`src/rtl/uart_tx_scheduler.sv`:
```
// Turns game events into a queued ASCII byte stream for uart_tx.
// Optional macro UART_SCORE_REPORT_EN appends the two score digits and a newline after "R".
//
// state     | meaning
// IDLE      | waiting for a queued byte and a free uart_tx
// WAIT_ACK  | tx_start issued, waiting for tx_busy to rise (bounded by ACK_TIMEOUT)
// WAIT_DONE | uart_tx busy with the byte, waiting for tx_busy to fall
module uart_tx_scheduler #(
    parameter int DEPTH       = 8,
    parameter int ACK_TIMEOUT = 16
) (
    input  logic                     clock,
    input  logic                     reset,
    input  logic [4:0]               mole_position,
    input  logic                     game_active,
    input  logic                     game_finish,
    input  logic                     game_start,
    input  logic [7:0]               score_bcd,
    input  logic                     tx_busy,
    output logic                     tx_start,
    output logic [7:0]               tx_data,
    output logic [$clog2(DEPTH):0]   fifo_level,
    output logic                     overflow
);

    localparam int AW = $clog2(DEPTH);
    localparam int TW = $clog2(ACK_TIMEOUT + 1);

    localparam logic [1:0] IDLE      = 2'd0;
    localparam logic [1:0] WAIT_ACK  = 2'd1;
    localparam logic [1:0] WAIT_DONE = 2'd2;

    logic [1:0]    state;
    logic [TW-1:0] timer;

    logic [4:0] last_pos;
    logic       pend_mole;
    logic [2:0] pend_idx;
    logic       pend_over;
    logic       finish_d;

    logic       mole_onehot;
    logic       mole_event;
    logic [2:0] mole_idx;
    logic       finish_rise;

    logic       wr_en;
    logic [7:0] wr_data;
    logic       over_wr;
    logic       mole_wr;

    logic [7:0]    mem [DEPTH];
    logic [AW-1:0] wr_ptr;
    logic [AW-1:0] rd_ptr;
    logic [AW:0]   count;
    logic          full;
    logic          pop;
    logic          push;
    logic          drop;

`ifdef UART_SCORE_REPORT_EN
    logic [1:0] burst_left;
    logic [7:0] score_q;
    logic       burst_wr;
`else
    logic       unused_score;
    assign unused_score = ^score_bcd;
`endif

    assign mole_onehot = (mole_position != 5'd0) &&
                         ((mole_position & (mole_position - 5'd1)) == 5'd0);
    assign mole_event  = game_active && mole_onehot && (mole_position != last_pos);
    assign finish_rise = game_finish && !finish_d;

    always_comb begin
        mole_idx = 3'd0;
        case (mole_position)
            5'b00001: mole_idx = 3'd0;
            5'b00010: mole_idx = 3'd1;
            5'b00100: mole_idx = 3'd2;
            5'b01000: mole_idx = 3'd3;
            5'b10000: mole_idx = 3'd4;
            default:  mole_idx = 3'd0;
        endcase
    end

    // One write slot per cycle: game over, then any score burst, then the latest mole.
    always_comb begin
        wr_en   = 1'b0;
        wr_data = 8'h00;
        over_wr = 1'b0;
        mole_wr = 1'b0;
`ifdef UART_SCORE_REPORT_EN
        burst_wr = 1'b0;
`endif
        if (pend_over) begin
            wr_en   = 1'b1;
            wr_data = 8'h52;
            over_wr = 1'b1;
        end
`ifdef UART_SCORE_REPORT_EN
        else if (burst_left != 2'd0) begin
            wr_en    = 1'b1;
            burst_wr = 1'b1;
            case (burst_left)
                2'd3:    wr_data = 8'h30 + {4'h0, score_q[7:4]};
                2'd2:    wr_data = 8'h30 + {4'h0, score_q[3:0]};
                default: wr_data = 8'h0A;
            endcase
        end
`endif
        else if (pend_mole) begin
            wr_en   = 1'b1;
            wr_data = 8'h30 + {5'd0, pend_idx};
            mole_wr = 1'b1;
        end
    end

    always_ff @(posedge clock or negedge reset) begin
        if (!reset) begin
            last_pos  <= 5'd0;
            pend_mole <= 1'b0;
            pend_idx  <= 3'd0;
            pend_over <= 1'b0;
            finish_d  <= 1'b0;
        end else begin
            finish_d <= game_finish;
            if (!game_active)
                last_pos <= 5'd0;
            else if (mole_event)
                last_pos <= mole_position;
            if (mole_event) begin
                pend_mole <= 1'b1;
                pend_idx  <= mole_idx;
            end else if (mole_wr) begin
                pend_mole <= 1'b0;
            end
            if (finish_rise)
                pend_over <= 1'b1;
            else if (over_wr)
                pend_over <= 1'b0;
        end
    end

`ifdef UART_SCORE_REPORT_EN
    always_ff @(posedge clock or negedge reset) begin
        if (!reset) begin
            burst_left <= 2'd0;
            score_q    <= 8'h00;
        end else begin
            if (finish_rise)
                score_q <= score_bcd;
            if (over_wr)
                burst_left <= 2'd3;
            else if (burst_wr)
                burst_left <= burst_left - 2'd1;
        end
    end
`endif

    assign full = (count == (AW+1)'(DEPTH));
    assign pop  = (state == IDLE) && (count != '0) && !tx_busy;
    // A pop in the same cycle frees the slot, so a push to a full FIFO is still accepted.
    assign push = wr_en && (!full || pop);
    assign drop = wr_en && full && !pop;

    always_ff @(posedge clock) begin
        if (push)
            mem[wr_ptr] <= wr_data;
    end

    always_ff @(posedge clock or negedge reset) begin
        if (!reset) begin
            wr_ptr   <= '0;
            rd_ptr   <= '0;
            count    <= '0;
            overflow <= 1'b0;
        end else begin
            if (push)
                wr_ptr <= wr_ptr + 1'b1;
            if (pop)
                rd_ptr <= rd_ptr + 1'b1;
            if (push && !pop)
                count <= count + 1'b1;
            else if (pop && !push)
                count <= count - 1'b1;
            if (drop)
                overflow <= 1'b1;
            else if (game_start)
                overflow <= 1'b0;
        end
    end

    assign fifo_level = count;

    always_ff @(posedge clock or negedge reset) begin
        if (!reset) begin
            state    <= IDLE;
            timer    <= '0;
            tx_start <= 1'b0;
            tx_data  <= 8'h00;
        end else begin
            tx_start <= 1'b0;
            case (state)
                IDLE: begin
                    if (pop) begin
                        tx_data  <= mem[rd_ptr];
                        tx_start <= 1'b1;
                        timer    <= TW'(ACK_TIMEOUT - 1);
                        state    <= WAIT_ACK;
                    end
                end
                WAIT_ACK: begin
                    if (tx_busy)
                        state <= WAIT_DONE;
                    else if (timer == '0)
                        state <= IDLE;
                    else
                        timer <= timer - 1'b1;
                end
                WAIT_DONE: begin
                    if (!tx_busy)
                        state <= IDLE;
                end
                default: state <= IDLE;
            endcase
        end
    end

endmodule

```
`config.mk`:
```
export PLATFORM = sky130hd
export DESIGN_NAME = uart_tx_scheduler
export DESIGN_NICKNAME = d
export VERILOG_FILES = /design/src/rtl/uart_tx_scheduler.sv
export SDC_FILE = /design/constraint.sdc
export NUM_CORES = 1
export LEC_CHECK = 0
export ABC_AREA = 0
export CAP_MARGIN = 10
export CORE_MARGIN = 2
export CORE_UTILIZATION = 39
export DETAILED_ROUTE_END_ITERATION = 10
export MAX_ROUTING_LAYER = met4
export SYNTH_ARGS = -nofsm -noshare
export SYNTH_HDL_FRONTEND = slang
export SYNTH_SLANG_ARGS = --single-unit
```
`constraint.sdc`:
```
create_clock -name clock -period 2.3 [get_ports clock]
set_input_delay 0.345 -clock clock [delete_from_list [all_inputs] [get_ports clock]]
set_output_delay 0.345 -clock clock [all_outputs]
set_load 0.01 [all_outputs]
```
== Word-level counts from Yosys, hierarchy flattened ==
Memory sizes are Yosys's and may differ from the RTL's. A register that Yosys moved wholly into a read port is not among the register bits.
Cells that the tools add are included.

* Bits of input ports: 19
* Bits in writable memories: 56
* Memories: 1
* Word-level logic and storage cells: 97
* Output and inout port bits: 14
* Register bits after elaboration: 38

* Eq/ne operators: 14
* Bitwise operators: 1
* Add/subtract/negate cells: 7
* Multiplexer cells: 30
* Reductions and logical operators: 31

{| class="wikitable"
|+ Memory list
! memory !! depth !! width !! read ports !! clocked after memory_dff !! wr ports !! RTL line !! source
|-
| mem || 8 || 7 || 1 || 1 || 1 || 52 || <nowiki>logic [7:0] mem [DEPTH];</nowiki>
|}

{| class="wikitable"
|+ Operators with widths
! kind !! count
|-
| 5-bit two-way mux || 5
|-
| 1-bit two-way mux || 14
|-
| 7-bit two-way mux || 2
|-
| 3-bit one-hot mux with 4 select lines || 1
|-
| 1-bit logical AND || 11
|-
| 5-bit logical NOT || 2
|-
| 5-bit one-hot mux with 2 select lines || 1
|-
| 2-bit nonzero test || 5
|-
| 5-bit by 1-bit subtractor with 5-bit output (second input constant) || 2
|-
| 2-bit two-way mux || 4
|-
| 4-bit two-way mux || 2
|-
| 2-bit != test (second input constant) || 4
|-
| 6-bit by 3-bit adder with 7-bit output (first input constant) || 1
|-
| 3-bit by 1-bit adder with 3-bit output (second input constant) || 2
|-
| 1-bit logical NOT || 6
|-
| 2-bit one-hot mux with 3 select lines || 1
|-
| 5-bit bitwise AND || 1
|-
| 5-bit by 2-bit equality test with 1-bit output (second input constant) || 1
|-
| 5-bit by 3-bit equality test with 1-bit output (second input constant) || 1
|-
| 5-bit by 4-bit equality test with 1-bit output (second input constant) || 1
|-
| 5-bit equality test (second input constant) || 1
|-
| 5-bit != test || 1
|-
| 5-bit nonzero test || 1
|-
| 4-bit by 1-bit adder with 4-bit output (second input constant) || 1
|-
| other kinds (12) || 12
|}

== Logic depth before layout (Yosys ltp) ==
* Word-level depth: 9
* Depth in mapped cells: 12
* Gate-level depth less buffers: 12

== Worst setup path before layout ==
No wires, ideal clock.

* Path kind: register to register
* Start: register state[1]
* End: register count[3], in the netlist fifo_level[3]
* Slack: -204 ps
* Arrival: 2381 ps
* Library setup time: 122 ps
* Stages on the path, launching flop included: 12
* Required time: 2178 ps
* Period minus slack after synthesis: 2504 ps
* Path buffers: 0
* Cells stage by stage: dfrtp_1 -> nor3_1 -> a21boi_1 -> inv_1 -> ha_1 -> inv_1 -> ha_1 -> a21o_1 -> a21oi_1 -> xnor2_1 -> nor2_1 -> xnor2_1

* Longest elaborated chain between the ends: 8

{| class="wikitable"
|+ Ends and longest elaborated chain
! what !! RTL line !! source
|-
| start: declaration || 33 || <nowiki>logic [1:0] state;</nowiki>
|-
| start signal: assignment || 198 || <nowiki>state <= IDLE;</nowiki>
|-
| start signal: assignment || 210 || <nowiki>state <= WAIT_ACK;</nowiki>
|-
| start signal: assignment || 215 || <nowiki>state <= WAIT_DONE;</nowiki>
|-
| 2-bit logical NOT * || 162 || <nowiki>assign pop = (state == IDLE) && (count != '0) && !tx_busy;</nowiki>
|-
| 1-bit logical AND * (2 in series) || 162 ||
|-
| 1-bit logical OR || 164 || <nowiki>assign push = wr_en && (!full || pop);</nowiki>
|-
| 1-bit logical AND || 164 ||
|-
| 1-bit logical NOT || 185 || <nowiki>else if (pop && !push)</nowiki>
|-
| 1-bit logical AND || 185 ||
|-
| 2-bit nonzero test (no line) || - ||
|-
| end signal: assignment || 184 || <nowiki>count <= count + 1'b1;</nowiki>
|-
| end signal: assignment || 186 || <nowiki>count <= count - 1'b1;</nowiki>
|-
| end: declaration || 55 || <nowiki>logic [AW:0] count;</nowiki>
|}

Every way passes the cells marked *; elsewhere a longest branch is shown, timed or not.
A chain may end at the register's enable or synchronous reset.

== Worst setup path in the final report ==
* Start: register state[0]
* End: register count[3], in the netlist fifo_level[3]

* Longest elaborated chain between the ends: 8

{| class="wikitable"
|+ Ends and longest elaborated chain
! what !! RTL line !! source
|-
| 2-bit logical NOT * || 162 ||
|-
| 1-bit logical AND * (2 in series) || 162 ||
|-
| 1-bit logical OR * || 164 ||
|-
| 1-bit logical AND * || 164 ||
|-
| named net push || 58 || <nowiki>logic push;</nowiki>
|-
| 1-bit logical NOT || 185 ||
|-
| 1-bit logical AND || 185 ||
|-
| 2-bit nonzero test (no line) || - ||
|}

Mark *: on every way through the listed nets, which the timed path passes. The rest lies on a longest branch.

==> flow_summary.toml <==
[clock_tree]
clkLatencyLatePin_ns = 0.34
cts_max_level = 3
root_buffer = "clkbuf_8"
cts_tree = "done"
clkSinkCount = 84
cts_buffers = 9
cts_buffer_depth = 2
clk_pin_slew_ns = 0.08

[logic_synthesis]
synth.avg_cell_area_sq_um = 14.7
yosys.area.top_type = "edfxtp_1"
synth-edff-count = 48
synth_ff_type = "edfxtp_1"
ys_seq_area_share_pct = 63.2
synthArstFlopShare_pct = 42.9
synth_cells = 253
synth_top_area_share_pct = 38.9
yosysWarnings = 0
synth_cell_types = 46
syn_area_sq_mm = 0.00371
synthTopCellsByArea = "edfxtp_1, dfrtp_1, mux4_2"
ys_seq_elements = 84

[final_layout]
n_antenna_cell = 0
final_nets = 340
drive_gt1_share_pct = 28.0
area_growth_pct = 23.0
fin_util_pct = 49.3
fin_cells = 447
fill_cells = 786

[min_path]
min_path_type = "in -> async"

[status]
run_status = "completed"

[timing]
finalSetupViolCount = 0
fin_crit_sh_pct = 93.0
relSlewSlack_pct = 55.3
clock.fmax_mhz = 468
skew_ns = 0.0118
worst_slew_pin_slew_ns = 0.670
maxSlewViolCount = 0
hold_viol_final = 0
finalCriticalPeriod_ns = 2.14

[floorplanning]
num_rows = 35
fp.dieW_um = 102
ioPinCount = 33
die_y_um = 102
dieArea_sq_mm = 0.0103
start_util_pct = 40.1
core-area_sq_mm = 0.00924

[power]
p_per_area_mw_per_mm2 = 1110
peakVddDrop_mv = 0.376
p_leak_nw = 1.79
power_mw = 5.07

[global_route]
grt_pass1_vias = 2159
grt_max_degree = 30
grt_antenna_before_repair = 0
grt_overflow_total = 0
grt_pass1_wl_um = 10700
grt_use_total_pct = 14.1

[route]
drcViolationCount = 0
route.detailed.wl_per_inst_um = 14.2
drtPass1Iterations = 4
via_per_inst = 4.77
route.vias.total = 2133
detail-route-antenna-nets = 0
drt_iter0_markers = 79
routed_wl_um = 6370

[place]
portBuffers = 22
globalplace.congestion = 0.813
dp_hpwl_um = 4430
place_inst = 429

[job]
cap_viol_max_count = 0

[setup_path]
critPathArrivalTime_ns = 2.37
crit_fanout = 3
worstSetupPathType = "reg -> reg"
crit_path_end_kind = "flip-flop"
worstSetupStartpointType = "flip-flop"
required_ns = 2.53
[synth_stat cells (3+ instances only)]
master	count
and2_1	3
nor3_1	8
a21o_1	3
mux2_4	3
mux2i_1	8
xnor2_1	12
xor2_1	6
inv_1	11
o21ai_0	8
nor2_1	17
buf_6	3
nand2_1	10
a21oi_1	17
dfrtp_1	36
mux4_2	12
nor2b_1	4
edfxtp_1	48
ha_1	7
[what timing repair did]
| item | 4_1_cts | 5_1_grt |
|---|---|---|
| hold buffers | 0 | 0 |
| buffers inserted | 0 | 2 |
| pin swaps | 0 | 2 |
| setup endpoints to repair | 1 | 1 |
| resized for setup | 1 | 5 |
[where the power goes]
part / total (mW) / internal [mW] / switching (mW)
registers: 2.15 / 1.90 / 0.251
logic: 1.71 / 0.971 / 0.736
clock network: 1.21 / 0.715 / 0.496
total: 5.07 / 3.59 / 1.48
[worst paths after layout]
kind                                      startpoint                        end  slack [ns]  cells past startpoint
worst max-delay path            state[0]$_DFFE_PN0P_  fifo_level[3]$_DFFE_PN0P_        0.16                     12
min in group clock                finish_d$_DFF_PN0_      pend_over$_DFFE_PN0P_        0.40                      1
worst min register to register    finish_d$_DFF_PN0_      pend_over$_DFFE_PN0P_        0.40                      1
worst min-delay path                           reset       timer[4]$_DFFE_PN0P_        0.03                      1
worst max register to register  state[0]$_DFFE_PN0P_  fifo_level[3]$_DFFE_PN0P_        0.16                     12
max in group asynchronous                      reset      rd_ptr[1]$_DFFE_PN0N_        1.74                      2
[layer usage]
metal | up-vias | GRT usage [%] | share of wire (%)
li1 | 1042 | - | -
met1 | 1051 | 18.5 | 48
met2 | 33 | 21.8 | 48
met3 | 7 | 2.28 | 2.3
met4 | 0 | 5.93 | 1.3
met5 | - | - | 0
[through the flow]
step                hold slack (ns)  setup TNS [ns]  cell area [sq um]  worst slack (ns)
global placement              0.384          -0.704               4290            -0.313
detailed placement            0.396          -0.923               4290            -0.375
floorplan                    0.0494               0               3740            0.0126
global route                 0.0877         -0.0138               4560           -0.0138
CTS                          0.0473               0               4530            0.0381
finish                       0.0297               0               4560             0.162
[worst max-delay path, stage by stage, from the launching register on]
cell and delay, ns:
dfrtp_1 0.41, nor3_2 0.23, nand3b_1 0.17, nand2_2 0.07, inv_2 0.07, ha_4 0.13, inv_2 0.04, ha_1 0.26
a21o_1 0.19, a21oi_2 0.15, xnor2_1 0.12, nor2_1 0.06, xnor2_1 0.12
[cell usage in the layout (no fill, tap or decap), types with 4 or more instances in the layout]
cell / instances
nor3_1: 6
nor2b_1: 4
buf_4: 37
mux4_2: 12
edfxtp_1: 48
dfrtp_1: 34
xor2_1: 6
mux2i_1: 8
ha_1: 6
nand2_1: 9
inv_1: 8
clkbuf_8: 9
clkdlybuf4s50_1: 21
o21ai_0: 8
nor2_1: 17
xnor2_1: 12
a21oi_1: 16
[cell type report]
cell class              count  area (sq um)  share of cell area [%]
flip-flops and latches     84          2340                    51.4
inverters                  11          41.3                   0.906
repair buffers             59           493                    10.8
well taps                 129           161                    3.54
clock buffers              10           128                    2.80
clock inverters             6           104                    2.28
multi-input cells         148          1290                    28.2
[sequential cells by signal (all words and copies together) (netlist names)]
register	count
rd_ptr	3
pend_idx	3
pend_mole	1
mem	48
fifo_level	4
last_pos	5
state	2
overflow	1
wr_ptr	3
tx_start	1
pend_over	1
timer	5
tx_data	6
finish_d	1
[kinds of logic (layout without fill, tap and decap cells)]
group | after synthesis | in the layout | share of synthesized area [%]
other | 1 | 2 | 0.101
adder cells (fa/ha/maj) | 9 | 9 | 3.21
multiplexers | 25 | 25 | 11.3
AND/OR/NAND/NOR | 57 | 57 | 8.03
buffers and inverters | 22 | 86 | 3.44
flip-flops | 84 | 84 | 63.2
AO/OA/AOI/OAI | 37 | 37 | 6.51
XOR/XNOR | 18 | 18 | 4.25
(Power assumes the default switching activity.)
